### src/rtl/pueo_command_encoder_pkg.sv
// -----------------------------------------------------------------------------
// pueo_command_pkg
// Shared constants and the SURF command word layout used by the TURFIO-side
// command encoder and its mode1 arbiter.
//   RUNCMD_*       : 2-bit run command codes carried in the message field
//   MODE1TYPE_*    : 2-bit mode1 type codes
//   MODE1SPECIAL_* : 8-bit mode1 special codes
//   cmd_word_t     : packed 32-bit command word, MSB first
// -----------------------------------------------------------------------------
package pueo_command_pkg;

  localparam logic [1:0] RUNCMD_NOOP_LIVE = 2'b00;
  localparam logic [1:0] RUNCMD_DO_SYNC   = 2'b01;
  localparam logic [1:0] RUNCMD_RESET     = 2'b10;
  localparam logic [1:0] RUNCMD_STOP      = 2'b11;

  localparam logic [1:0] MODE1TYPE_SPECIAL = 2'b00;
  localparam logic [1:0] MODE1TYPE_CMDPROC = 2'b01;
  localparam logic [1:0] MODE1TYPE_RSVD    = 2'b10;
  // Firmware bytes and the final cmdproc byte of a packet share this type.
  localparam logic [1:0] MODE1TYPE_FW_LAST = 2'b11;

  localparam logic [7:0] MODE1SPECIAL_NULL      = 8'h00;
  localparam logic [7:0] MODE1SPECIAL_RESET     = 8'h01;
  localparam logic [7:0] MODE1SPECIAL_FW_MARK_A = 8'h02;
  localparam logic [7:0] MODE1SPECIAL_FW_MARK_B = 8'h03;

  typedef struct packed {
    logic        msg_n;      // 1 = idle frame, 0 = message frame
    logic [2:0]  rsvd_hi;
    logic [1:0]  runcmd;
    logic [1:0]  m1type;
    logic [7:0]  m1data;
    logic        trig;
    logic        rsvd_lo;
    logic [13:0] trig_time;
  } cmd_word_t;

  localparam logic [31:0] CMD_IDLE_WORD = 32'h8000_0000;

endpackage

### src/rtl/pueo_command_encoder_if.sv
// -----------------------------------------------------------------------------
// pueo_command_encoder_if
// Groups every request/ready source and the frame word output of the command
// encoder. The master modport is the side that drives the request inputs and
// consumes the frame word; the slave modport is the encoder itself.
//   trig_*    : trigger request (14-bit time)
//   runcmd_*  : run command request
//   special_* : mode1 special code request
//   fw_*      : firmware upgrade byte stream
//   cmd_*     : cmdproc byte stream with packet-last flag
//   command_* : 32-bit frame word and its first-cycle strobe
// -----------------------------------------------------------------------------
interface pueo_command_encoder_if;
  logic [13:0] trig_time_i;
  logic        trig_valid_i;
  logic        trig_ready_o;
  logic [1:0]  runcmd_i;
  logic        runcmd_valid_i;
  logic        runcmd_ready_o;
  logic [7:0]  special_i;
  logic        special_valid_i;
  logic        special_ready_o;
  logic [7:0]  fw_tdata;
  logic        fw_tvalid;
  logic        fw_tready;
  logic [7:0]  cmd_tdata;
  logic        cmd_tvalid;
  logic        cmd_tlast;
  logic        cmd_tready;
  logic [31:0] command_o;
  logic        command_valid_o;

  modport master (
    output trig_time_i, trig_valid_i, runcmd_i, runcmd_valid_i,
           special_i, special_valid_i, fw_tdata, fw_tvalid,
           cmd_tdata, cmd_tvalid, cmd_tlast,
    input  trig_ready_o, runcmd_ready_o, special_ready_o, fw_tready,
           cmd_tready, command_o, command_valid_o
  );

  modport slave (
    input  trig_time_i, trig_valid_i, runcmd_i, runcmd_valid_i,
           special_i, special_valid_i, fw_tdata, fw_tvalid,
           cmd_tdata, cmd_tvalid, cmd_tlast,
    output trig_ready_o, runcmd_ready_o, special_ready_o, fw_tready,
           cmd_tready, command_o, command_valid_o
  );
endinterface

### src/rtl/pueo_command_encoder_mode1_arb.sv
// -----------------------------------------------------------------------------
// pueo_cmd_mode1_arb
// Fixed-priority selector for the mode1 slot of a command frame
// (special > firmware > cmdproc). Purely combinational.
//   load_i           : high in the LOAD cycle; readies are only issued then
//   special_*_i      : special code request
//   fw_*_i           : firmware byte request
//   cmd_*_i          : cmdproc byte request (+ last flag)
//   *_ready_o        : accept strobes, at most one high per LOAD
//   m1_valid_o       : a mode1 source is pending this cycle
//   m1_type_o/data_o : selected mode1 type and byte (null special when idle)
// -----------------------------------------------------------------------------
module pueo_cmd_mode1_arb
  import pueo_command_pkg::*;
(
  input  logic       load_i,
  input  logic [7:0] special_i,
  input  logic       special_valid_i,
  input  logic [7:0] fw_tdata_i,
  input  logic       fw_tvalid_i,
  input  logic [7:0] cmd_tdata_i,
  input  logic       cmd_tvalid_i,
  input  logic       cmd_tlast_i,
  output logic       special_ready_o,
  output logic       fw_tready_o,
  output logic       cmd_tready_o,
  output logic       m1_valid_o,
  output logic [1:0] m1_type_o,
  output logic [7:0] m1_data_o
);

  logic sel_special;
  logic sel_fw;
  logic sel_cmd;

  assign sel_special = special_valid_i;
  assign sel_fw      = fw_tvalid_i && !special_valid_i;
  assign sel_cmd     = cmd_tvalid_i && !special_valid_i && !fw_tvalid_i;

  assign special_ready_o = load_i && sel_special;
  assign fw_tready_o     = load_i && sel_fw;
  assign cmd_tready_o    = load_i && sel_cmd;
  assign m1_valid_o      = sel_special || sel_fw || sel_cmd;

  always_comb begin
    m1_type_o = MODE1TYPE_SPECIAL;
    m1_data_o = MODE1SPECIAL_NULL;
    if (sel_special) begin
      m1_type_o = MODE1TYPE_SPECIAL;
      m1_data_o = special_i;
    end else if (sel_fw) begin
      m1_type_o = MODE1TYPE_FW_LAST;
      m1_data_o = fw_tdata_i;
    end else if (sel_cmd) begin
      m1_type_o = cmd_tlast_i ? MODE1TYPE_FW_LAST : MODE1TYPE_CMDPROC;
      m1_data_o = cmd_tdata_i;
    end
  end

endmodule

### src/rtl/pueo_command_encoder.sv
// -----------------------------------------------------------------------------
// pueo_command_encoder
// Builds one 32-bit SURF command word per frame of FRAME_LEN sysclk cycles.
// The word is registered in the last cycle of the frame (LOAD) and held for
// the whole next frame; command_valid_o strobes in its first cycle.
//   sysclk_i : system clock
//   rst_i    : asynchronous active-high reset (output returns to idle)
//   bus      : request sources, readies and frame word (slave modport)
// Parameters:
//   FRAME_LEN   : cycles per frame (>= 4)
//   LIVE_PERIOD : frames between forced NOOP_LIVE keepalives, 0 = never
//   DEBUG       : "TRUE" keeps the phase counter visible for an ILA
// -----------------------------------------------------------------------------
module pueo_command_encoder
  import pueo_command_pkg::*;
#(
  parameter int FRAME_LEN   = 8,
  parameter int LIVE_PERIOD = 16,
  parameter     DEBUG       = "TRUE"
) (
  input logic                   sysclk_i,
  input logic                   rst_i,
  pueo_command_encoder_if.slave bus
);

  localparam int PW         = $clog2(FRAME_LEN);
  localparam int LW         = (LIVE_PERIOD > 1) ? $clog2(LIVE_PERIOD) : 1;
  localparam int LIVE_LAST  = (LIVE_PERIOD > 0) ? LIVE_PERIOD - 1 : 0;
  localparam logic [PW-1:0] PHASE_LAST = PW'(FRAME_LEN - 1);

  logic [PW-1:0] phase_q, phase_d;
  logic [LW-1:0] live_q, live_d;
  cmd_word_t     command_q, command_d;
  logic          valid_q, valid_d;

  logic          load;
  logic          keep_due;
  logic          msg_frame;
  logic          m1_valid;
  logic [1:0]    m1_type;
  logic [7:0]    m1_data;

  if (DEBUG == "TRUE") begin : g_keep
    (* keep = "true" *) logic [PW-1:0] phase_keep;
    assign phase_keep = phase_q;
    assign load       = (phase_keep == PHASE_LAST);
  end else begin : g_plain
    assign load = (phase_q == PHASE_LAST);
  end

  pueo_cmd_mode1_arb u_mode1_arb (
    .load_i          (load),
    .special_i       (bus.special_i),
    .special_valid_i (bus.special_valid_i),
    .fw_tdata_i      (bus.fw_tdata),
    .fw_tvalid_i     (bus.fw_tvalid),
    .cmd_tdata_i     (bus.cmd_tdata),
    .cmd_tvalid_i    (bus.cmd_tvalid),
    .cmd_tlast_i     (bus.cmd_tlast),
    .special_ready_o (bus.special_ready_o),
    .fw_tready_o     (bus.fw_tready),
    .cmd_tready_o    (bus.cmd_tready),
    .m1_valid_o      (m1_valid),
    .m1_type_o       (m1_type),
    .m1_data_o       (m1_data)
  );

  // Run and trigger slots always take their request in LOAD; they never
  // compete with each other or with the mode1 slot.
  assign bus.trig_ready_o   = load && bus.trig_valid_i;
  assign bus.runcmd_ready_o = load && bus.runcmd_valid_i;

  assign keep_due  = (LIVE_PERIOD != 0) && (live_q == LW'(LIVE_LAST));
  assign msg_frame = bus.runcmd_valid_i || m1_valid || keep_due;

  always_comb begin
    command_d       = cmd_word_t'(CMD_IDLE_WORD);
    command_d.msg_n = !msg_frame;
    if (msg_frame) begin
      command_d.runcmd = bus.runcmd_valid_i ? bus.runcmd_i : RUNCMD_NOOP_LIVE;
      command_d.m1type = m1_type;
      command_d.m1data = m1_data;
    end
    if (bus.trig_valid_i) begin
      command_d.trig      = 1'b1;
      command_d.trig_time = bus.trig_time_i;
    end
  end

  always_comb begin
    phase_d = load ? '0 : phase_q + 1'b1;
    valid_d = load;
    live_d  = live_q;
    if (load) begin
      // Any message frame (including a forced keepalive) restarts the count.
      live_d = msg_frame ? '0 : live_q + 1'b1;
    end
  end

  always_ff @(posedge sysclk_i or posedge rst_i) begin
    if (rst_i) begin
      phase_q   <= '0;
      live_q    <= '0;
      valid_q   <= 1'b0;
      command_q <= cmd_word_t'(CMD_IDLE_WORD);
    end else begin
      phase_q <= phase_d;
      live_q  <= live_d;
      valid_q <= valid_d;
      if (load) begin
        command_q <= command_d;
      end
    end
  end

  assign bus.command_o       = command_q;
  assign bus.command_valid_o = valid_q;

endmodule

### src/flat_wrapper.sv
// flat-port wrapper written by rule: the top's interface ports become plain ports
module pueo_command_encoder_flat import pueo_command_pkg::*;
#(
  parameter int FRAME_LEN   = 8,
  parameter int LIVE_PERIOD = 16,
  parameter     DEBUG       = "    "
)
  (sysclk_i, rst_i, bus_trig_time_i, bus_trig_valid_i, bus_runcmd_i, bus_runcmd_valid_i, bus_special_i, bus_special_valid_i, bus_fw_tdata, bus_fw_tvalid, bus_cmd_tdata, bus_cmd_tvalid, bus_cmd_tlast, bus_trig_ready_o, bus_runcmd_ready_o, bus_special_ready_o, bus_fw_tready, bus_cmd_tready, bus_command_o, bus_command_valid_o);
  pueo_command_encoder_if bus_i ();
  input logic sysclk_i;
  input logic rst_i;
  input wire logic [$bits(bus_i.trig_time_i)-1:0] bus_trig_time_i;
  input wire logic [$bits(bus_i.trig_valid_i)-1:0] bus_trig_valid_i;
  input wire logic [$bits(bus_i.runcmd_i)-1:0] bus_runcmd_i;
  input wire logic [$bits(bus_i.runcmd_valid_i)-1:0] bus_runcmd_valid_i;
  input wire logic [$bits(bus_i.special_i)-1:0] bus_special_i;
  input wire logic [$bits(bus_i.special_valid_i)-1:0] bus_special_valid_i;
  input wire logic [$bits(bus_i.fw_tdata)-1:0] bus_fw_tdata;
  input wire logic [$bits(bus_i.fw_tvalid)-1:0] bus_fw_tvalid;
  input wire logic [$bits(bus_i.cmd_tdata)-1:0] bus_cmd_tdata;
  input wire logic [$bits(bus_i.cmd_tvalid)-1:0] bus_cmd_tvalid;
  input wire logic [$bits(bus_i.cmd_tlast)-1:0] bus_cmd_tlast;
  output wire logic [$bits(bus_i.trig_ready_o)-1:0] bus_trig_ready_o;
  output wire logic [$bits(bus_i.runcmd_ready_o)-1:0] bus_runcmd_ready_o;
  output wire logic [$bits(bus_i.special_ready_o)-1:0] bus_special_ready_o;
  output wire logic [$bits(bus_i.fw_tready)-1:0] bus_fw_tready;
  output wire logic [$bits(bus_i.cmd_tready)-1:0] bus_cmd_tready;
  output wire logic [$bits(bus_i.command_o)-1:0] bus_command_o;
  output wire logic [$bits(bus_i.command_valid_o)-1:0] bus_command_valid_o;
  assign bus_i.trig_time_i = bus_trig_time_i;
  assign bus_i.trig_valid_i = bus_trig_valid_i;
  assign bus_i.runcmd_i = bus_runcmd_i;
  assign bus_i.runcmd_valid_i = bus_runcmd_valid_i;
  assign bus_i.special_i = bus_special_i;
  assign bus_i.special_valid_i = bus_special_valid_i;
  assign bus_i.fw_tdata = bus_fw_tdata;
  assign bus_i.fw_tvalid = bus_fw_tvalid;
  assign bus_i.cmd_tdata = bus_cmd_tdata;
  assign bus_i.cmd_tvalid = bus_cmd_tvalid;
  assign bus_i.cmd_tlast = bus_cmd_tlast;
  assign bus_trig_ready_o = bus_i.trig_ready_o;
  assign bus_runcmd_ready_o = bus_i.runcmd_ready_o;
  assign bus_special_ready_o = bus_i.special_ready_o;
  assign bus_fw_tready = bus_i.fw_tready;
  assign bus_cmd_tready = bus_i.cmd_tready;
  assign bus_command_o = bus_i.command_o;
  assign bus_command_valid_o = bus_i.command_valid_o;
  pueo_command_encoder #(.FRAME_LEN(FRAME_LEN), .LIVE_PERIOD(LIVE_PERIOD), .DEBUG(DEBUG)) u_core (.sysclk_i(sysclk_i), .rst_i(rst_i), .bus(bus_i));
endmodule
### config.mk
export PLATFORM = sky130hd
export DESIGN_NAME = pueo_command_encoder_flat
export DESIGN_NICKNAME = d
export VERILOG_FILES = /design/src/rtl/pueo_command_encoder_pkg.sv /design/src/rtl/pueo_command_encoder_if.sv /design/src/rtl/pueo_command_encoder_mode1_arb.sv /design/src/rtl/pueo_command_encoder.sv /design/src/flat_wrapper.sv
export SDC_FILE = /design/constraint.sdc
export NUM_CORES = 1
export LEC_CHECK = 0
export BUFFER_PORTS_ARGS = -buffer_cell sky130_fd_sc_hd__buf_2
export CAP_MARGIN = 10
export CORE_UTILIZATION = 30
export CTS_BUF_LIST = sky130_fd_sc_hd__clkbuf_16
export CTS_CLUSTER_DIAMETER = 150
export CTS_CLUSTER_SIZE = 16
export DETAILED_ROUTE_END_ITERATION = 7
export MAX_ROUTING_LAYER = met4
export PLACE_DENSITY = 0.68
export SYNTH_ARGS = -nofsm -noshare
export SYNTH_HDL_FRONTEND = slang
export SYNTH_SLANG_ARGS = --single-unit
### constraint.sdc
create_clock -name sysclk_i -period 5.1 [get_ports sysclk_i]
set_clock_uncertainty 0.2 [all_clocks]
set_input_delay 0.51 -clock sysclk_i [delete_from_list [all_inputs] [get_ports sysclk_i]]
set_output_delay 0.51 -clock sysclk_i [all_outputs]
set_load 0.005 [all_outputs]
* Word-level counts from Yosys, hierarchy flattened *
Cells that the tools add are included.

word-level totals
  latch bits = 0
  bits in registers = 36
  memory bits (writable) = 0
  word-level logic and storage cells = 41
  memory bits (read-only) = 0
  input port bits = 48
  output and inout bits = 38
  memories = 0

operators by class
  shift operators = 0
  muxes and demuxes = 13
  $mul = 0
  bitwise logic cells = 0
  magnitude comparators = 0
  eq/ne operators = 2
  $add $sub $neg = 2
  div/mod/pow operators = 0
  reduce and logical (&&, ||, !) cells = 15

operators by type and width
  kind                                         number
  2-to-1 mux 8 bit                             3
  2-to-1 mux 14 bit                            1
  2-to-1 mux 12 bit                            1
  2-to-1 mux 2 bit                             5
  logical AND 1 bit                            8
  adder 4 x 1 -> 4 bit, second input constant  1
  equality test 4 bit, second input constant   1
  logical OR 1 bit                             4
  2-to-1 mux 4 bit                             1
  adder 3 x 1 -> 3 bit, second input constant  1
  equality test 3 bit, second input constant   1
  logical NOT 1 bit                            3
  2-to-1 mux 3 bit                             1
  2-to-1 mux 1 bit                             1

* Depth between registers and ports, before layout *
Gate-level depths: netlist of run 1.

  depth after elaboration = 7
  mapped depth = 6

* Cells and area by module *
A second synthesis of run 1 with hierarchy kept.

unflattened totals
  cells, all modules = 160
  area, all modules = 1704.1 µm²

modules (own cells, without submodules)
  module                area each (µm²)  cells an instance  instances
  pueo_command_encoder  1431.4           113                1
  pueo_cmd_mode1_arb    272.8            47                 1

* Worst setup path before layout of run 1 *
Ideal clock, no wire load.

  path type = reg2out
  start = register u_core.phase_q[0]
  end = output bus_special_ready_o
  arrival time = 1.254 ns
  slack = 3.136 ns
  stages on the path, launching flop included = 6
  buffers on the path = 1
  cells stage by stage = dfrtp_1 ha_1 ha_1 inv_1 clkbuf_1 nor2_1

on the way
  cells in the longest elaborated chain, start to end = 2

RTL lines
  item                    RTL line                              RTL
  start, declared         pueo_command_encoder.sv:31            logic [PW-1:0] phase_q, phase_d;
  start signal, assigned  pueo_command_encoder.sv:107           phase_q <= phase_d;
  equality test 3 bit     pueo_command_encoder.sv:48            assign load = (phase_q == PHASE_LAST);
  net u_core.load         pueo_command_encoder.sv:36            logic load;
  logical AND 1 bit       pueo_command_encoder_mode1_arb.sv:40  assign special_ready_o = load_i && sel_special;
  end, declared           flat_wrapper.sv:25                    output wire logic [$bits(bus_i.special_ready_o)-1:0] bus_special_ready_o;

The timed path passes the listed nets, and every way through them passes these cells.

* Final worst setup path of run 1 *
Ends and elaborated chain as after synthesis.

==> metrics.txt, run 1 <==
Initial Util=0.317; Worst-Skew Late Latency=0.27 ns; number of gates resized after cts=0; Std-Cell Rows=26; ANT cells=0; cell chosen for the clock root=sky130_fd_sc_hd__clkbuf_16; clock sinks=36; height of the die=76.1 µm; most used cell along the critical path=sky130_fd_sc_hd__ha_1; cts hold-fix bufs=0; start-to-end type of the worst setup path=reg2out; critical path buffer and inverter count=2; number of nets in the final layout=267; WL final=3920 µm; placer congestion estimate=0.779; Final Setup Violations=0; total non-filler cell area in the finished layout=2210 µm²; Worst path top cell family by delay=buffers and inverters; number of synthesis warnings=0; Netlist Area Pre-Place=1650 µm²; Core Area=5200 µm²; minimum clock period after layout=3.09 ns; proportion of layout cells with a drive suffix above 1=0.424; setup slack after placement=2.29 ns; slew at the pin with the worst max-slew slack=1.02 ns; unrepaired setup endpoints after global routing=false; syn avg cell area=11.8 µm²; WP data required=4.39 ns; via count of the first global-routing pass=1291; residual DRC count=0; outcome=complete, no violations; Cells after Synth=140; total cell area at the placement stage=2040 µm²; slowest library cell on the worst path=sky130_fd_sc_hd__inv_1; Pleak=1.10 nW; fill cell count=539; pin count of the biggest net entering global routing=37; total I/O pin count=86; length of the first detailed-routing pass in iterations=4; Post-CTS Repair Setup Buffers=0; mean number of vias per cell=4.84; total number of vias=1390; final core utilization=0.424; wire length of the first global-routing pass=6400 µm; unique cell type count in the Yosys netlist=30; placed wire-length estimate after detailed placement=2870 µm; Placed Cells incl. Taps=279; crit path capture type=primary output; aggregate global routing overflow=0; max cap viols=0; power per standard cell area=324 nW/µm²; final setup margin=2.01 ns; Clk pin slew, worst setup/hold paths=0.05 ns; initial antenna violation count=0; number of flip-flops and latches in the synthesized netlist=36; worst hold path class=in2async; minimum hold slack=0.134 ns; critical-path cell list=ha_1 > ha_1 > inv_1 > nor2_1 > buf_2; mean routed wirelength per cell=13.7 µm; width of the die=76.1 µm; clock buffer count from CTS=5; Max Root-Sink Buffers=2; Overall Global Routing Usage=0.143; largest fanout on the critical path=33; relative max-transition margin=0.318; Die Footprint=5790 µm²; Setup crit start kind=register; largest incremental delay on the critical path=0.85 ns; remaining antenna violation count after routing=0; CTS tree=done; setup total negative slack=0 ns; highest clock frequency the design can meet=324 MHz; Power Total=0.715 mW; number of levels in the clock H-tree=2; share of the cycle needed by the critical path after routing=0.606; post-route non-filler standard cell count=287; layout-stage area growth over the synthesis result=33.9%; Worst IR Drop VDD=0.181 mV; number of pins exceeding their max-slew limit in the final report=0; final count of hold timing violations=0; number of input and output port buffers inserted=81; number of DRC violations after detailed-routing iteration 0=49; CP arrival=2.38 ns; fraction of the yosys area taken by sequential cells=0.547
[worst paths after layout]
check,startpoint,depth (start not counted),slack (ns),endpoint
worst max-delay path,u_core.phase_q[0],5,2.01,bus_special_ready_o
worst min-delay path,rst_i,3,0.13,u_core.bus.command_valid_o
worst max register to register,u_core.phase_q[0],5,2.62,u_core.live_q[3]
worst min register to register,u_core.phase_q[0],1,0.22,u_core.phase_q[0]
max in group asynchronous,rst_i,3,4.22,u_core.bus.command_o[31]
min in group sysclk_i,u_core.phase_q[0],1,0.22,u_core.phase_q[0]
[worst register-to-register path, delay by kind of cell, from the launching register on]
kind | cells | cell delay [ns]
AOI/OAI and AO/OA | 2 | 0.46
buffers and inverters | 1 | 0.65
adders and majority gates | 2 | 0.71
DFF | 1 | 0.34
[cell usage in the layout, fill, tap and decap left out, drive strengths merged, types with 2 or more instances in the layout]
master,instances
and2,2
inv,5
clkbuf,5
a21oi,3
ha,3
nand2,6
o21ai,11
dfrtp,35
nor2b,9
nand3,2
a221oi,8
o2bb2ai,11
nor2,3
buf,82
a22o,16
conb,4
[cells in the mapped netlist]
cell type / n / area, µm²
sky130_fd_sc_hd__conb_1: 1 / 3.75
sky130_fd_sc_hd__buf_6: 3 / 33.8
sky130_fd_sc_hd__nor2b_1: 9 / 56.3
sky130_fd_sc_hd__a221oi_1: 8 / 70.1
sky130_fd_sc_hd__buf_8: 1 / 15.0
sky130_fd_sc_hd__nor2_1: 3 / 11.3
sky130_fd_sc_hd__dfstp_2: 1 / 26.3
sky130_fd_sc_hd__a21o_1: 1 / 7.51
sky130_fd_sc_hd__o2bb2ai_1: 11 / 96.3
sky130_fd_sc_hd__a21oi_1: 3 / 15.0
sky130_fd_sc_hd__mux2i_1: 1 / 10.0
sky130_fd_sc_hd__o21ai_0: 9 / 45.0
sky130_fd_sc_hd__nor3b_1: 1 / 7.51
sky130_fd_sc_hd__nor4_4: 1 / 21.3
sky130_fd_sc_hd__o221ai_1: 1 / 8.76
sky130_fd_sc_hd__and2_1: 2 / 12.5
sky130_fd_sc_hd__ha_1: 3 / 37.5
sky130_fd_sc_hd__and3_1: 1 / 6.26
sky130_fd_sc_hd__o21ai_1: 2 / 10.0
sky130_fd_sc_hd__nand3_1: 2 / 10.0
sky130_fd_sc_hd__buf_4: 5 / 37.5
sky130_fd_sc_hd__clkbuf_2: 2 / 10.0
sky130_fd_sc_hd__nand2_1: 6 / 22.5
sky130_fd_sc_hd__nand4b_1: 1 / 8.76
sky130_fd_sc_hd__nand4_1: 1 / 6.26
sky130_fd_sc_hd__a22o_1: 16 / 140
sky130_fd_sc_hd__clkbuf_1: 1 / 3.75
sky130_fd_sc_hd__inv_1: 5 / 18.8
sky130_fd_sc_hd__buf_2: 4 / 20.0
sky130_fd_sc_hd__dfrtp_1: 35 / 876
[where the power goes]
group          switching [mW]  leakage (nW)  internal, mW  total, mW
clock                   0.111        0.0798         0.229      0.340
combinational          0.0307         0.563        0.0364     0.0671
sequential            0.00810         0.454         0.300      0.308
[sequential cells by signal, indices dropped and copies added (netlist names)]
name	count
u_core.live_q	4
u_core.phase_q	3
u_core.bus.command_valid_o	1
u_core.bus.command_o	28
[per-layer routing]
layer | up-vias | routed length, µm | GRT usage
met1 | 675 | 1800 | 0.179
met5 | - | 0 | -
met3 | 7 | 192 | 0.0419
li1 | 665 | - | -
met2 | 43 | 1870 | 0.227
met4 | 0 | 55 | 0.0346
[cell families (layout without fill, tap and decap cells)]
family	count (synthesis)	count (layout)	synth area share
mux	1	1	0.00607
other cells	1	4	0.00228
buf+inv	21	95	0.0843
flops	36	36	0.547
fa+ha+maj	3	3	0.0228
simple gates	27	27	0.0987
compound gates	51	51	0.238
[area by class of cell]
| cell class | instances | area (µm²) | share of cell area |
|---|---|---|---|
| inverter | 5 | 18.8 | 0.00850 |
| sequential | 36 | 902 | 0.409 |
| clock buffer | 5 | 125 | 0.0567 |
| clock inverter | 3 | 42.5 | 0.0193 |
| timing repair buffer | 82 | 413 | 0.187 |
| multi-input combinational | 86 | 618 | 0.280 |
| tap | 70 | 87.6 | 0.0397 |
No activity file was read; power rests on OpenSTA's default activity.
==> run 2: changes to the inputs <==
==> constraint.sdc (replaced) <==
create_clock -name sysclk_i -period 2.95 [get_ports sysclk_i]
set_clock_uncertainty 0.2 [all_clocks]
set_input_delay 0.295 -clock sysclk_i [delete_from_list [all_inputs] [get_ports sysclk_i]]
set_output_delay 0.295 -clock sysclk_i [all_outputs]
set_load 0.005 [all_outputs]
==> run 2 against run 1 <==
First-iteration DRC count decreased by 20%; worst hold slack got worse by 0.097 ns; largest power group is now registers; sequential share of layout area increased by 0.16 points; sequential power up 73%; clock power increased by 42%; routed wire length fell by 2.4%; via count shrank 3.1%; register-to-register slack got worse by 1.7 ns; cell count up 0.70%; total power is 58% higher; core utilization shrank 0.17 points.
==> metrics.txt, run 2 (same netlist as run 1, synthesis figures left out) <==
outcome=complete, no violations; Worst path top cell family by delay=simple AND/OR/NAND/NOR gates; power per standard cell area=514 nW/µm² (+59%); Post-CTS Repair Setup Buffers=0 (unchanged); Max Root-Sink Buffers=2 (unchanged); source of the critical timing path=u_core.phase_q[0]; Reg-to-Reg End=u_core.bus.command_o[6]; cell chosen for the clock root=sky130_fd_sc_hd__clkbuf_16; number of nets in the final layout=270 (+1.1%); aggregate global routing overflow=0 (unchanged); minimum clock period after layout=2.39 ns; critical-path cell list=ha_1 > ha_1 > and2_1 > buf_2; remaining antenna violation count after routing=0 (unchanged); Worst R2R Path Depth=5 (unchanged); placer congestion estimate=0.776 (-0.38%); crit path capture type=primary output; number of levels in the clock H-tree=2 (unchanged); WP data required=2.46 ns (-1.93 ns); Core Area=5200 µm² (unchanged); most common library cell in the layout ignoring fill and taps=sky130_fd_sc_hd__buf_2; Power Total=1.13 mW (+58%); layout-stage area growth over the synthesis result=33.4%; total number of vias=1347 (-3.1%); final count of hold timing violations=0 (unchanged); minimum hold slack=0.0371 ns (-0.0971 ns); clock buffer count from CTS=5 (unchanged); number of gates resized after cts=0 (unchanged); number of DRC violations after detailed-routing iteration 0=39 (-20%); height of the die=76.1 µm (unchanged); final setup margin=0.559 ns (-1.45 ns); max FFs per register=28 (unchanged); ANT cells=0 (unchanged); logic depth of the worst setup path including buffers=4 (-1); slowest library cell on the worst path=sky130_fd_sc_hd__and2_1; unrepaired setup endpoints after global routing=false; fill cell count=537 (-0.37%); WL final=3830 µm (-2.4%); critical path buffer and inverter count=1 (-1); Std-Cell Rows=26 (unchanged); setup slack after placement=0.854 ns (-1.44 ns); share of the cycle needed by the critical path after routing=0.811; wire length of the first global-routing pass=6470 µm (+1.1%); Final Setup Violations=0 (unchanged); CTS tree=done; r2r setup slk=0.88 ns (-1.74 ns); Die Footprint=5790 µm² (unchanged); Initial Util=0.317 (unchanged); highest clock frequency the design can meet=418 MHz; Sequential Area=902 µm² (unchanged); Critical path destination=bus_trig_ready_o; cts hold-fix bufs=1 (+1); length of the first detailed-routing pass in iterations=4 (unchanged); Worst-Skew Late Latency=0.27 ns (about the same); residual DRC count=0 (unchanged); Setup crit start kind=register; width of the die=76.1 µm (unchanged); proportion of layout cells with a drive suffix above 1=0.420 (-0.00387); final core utilization=0.422 (-0.00168); most used cell along the critical path=sky130_fd_sc_hd__ha_1; mean routed wirelength per cell=13.2 µm (-3.1%); Clk pin slew, worst setup/hold paths=0.05 ns (about the same); commonest cells after routing, fill and taps aside=sky130_fd_sc_hd__buf_2, sky130_fd_sc_hd__dfrtp_1, sky130_fd_sc_hd__a22o_1; Overall Global Routing Usage=0.146 (+0.00273); max cap viols=0 (unchanged); number of input and output port buffers inserted=81 (unchanged); worst hold path class=in2reg; largest fanout on the critical path=16 (-52%); total I/O pin count=86 (unchanged); CP arrival=1.90 ns (-0.48 ns); start-to-end type of the worst setup path=reg2out; Pleak=1.10 nW (+0.44%); start of the worst register-to-register path=u_core.phase_q[0]; via count of the first global-routing pass=1302 (+0.85%); setup total negative slack=0 ns (unchanged); relative max-transition margin=0.636 (+0.318); slew at the pin with the worst max-slew slack=0.546 ns (-0.476 ns); Worst IR Drop VDD=0.199 mV (+10%); pin count of the biggest net entering global routing=37 (unchanged); mean number of vias per cell=4.66 (-3.8%); clock sinks=36 (unchanged); area of the multi-input gates=618 µm² (unchanged); placed wire-length estimate after detailed placement=2780 µm (-3.2%); initial antenna violation count=0 (unchanged); number of pins exceeding their max-slew limit in the final report=0 (unchanged); largest incremental delay on the critical path=0.54 ns (-0.31 ns)
## run 2: cell type report
class,count,area share
Clock buffer,5,0.0569
Timing Repair Buffer,85,0.199
Sequential cell,36,0.410
Clock inverter,2,0.00398
Tap cell,70,0.0398
Multi-Input combinational cell,86,0.281
Inverter,5,0.00854
## run 2: worst min-delay path by stage
stage	slack, ns	endpoint	depth (start not counted)	start
finish	0.04	u_core.bus.command_o[5]	2	bus_trig_time_i[5]
global route	0.03	u_core.bus.command_o[12]	2	bus_trig_time_i[12]
CTS	0.03	u_core.bus.command_o[27]	2	bus_runcmd_i[1]
global placement	0.22	u_core.phase_q[1]	3	rst_i
detailed placement	0.22	u_core.phase_q[0]	1	u_core.phase_q[0]
floorplan	0.20	u_core.phase_q[0]	1	u_core.phase_q[0]
## run 2: per-layer routing
| metal | GRT usage | up-vias | share of wire |
|---|---|---|---|
| met2 | 0.223 | 41 | 0.48 |
| met4 | 0.0500 | 0 | 0.013 |
| li1 | - | 669 | - |
| met5 | - | - | 0 |
| met3 | 0.0407 | 6 | 0.047 |
| met1 | 0.185 | 631 | 0.46 |
## run 2: stage by stage
stage                     cells  cell area (µm²)
after floorplan             143             1660
after global placement      281             2050
after detailed placement    281             2050
after CTS                   289             2200
after global routing        289             2200
final                       289             2200
## run 2: power breakdown
part           internal [mW]  total (mW)  switching, mW
Sequential             0.519       0.532         0.0131
Combinational         0.0638       0.116         0.0526
Clock                  0.303       0.483          0.180
Total                  0.885        1.13          0.246
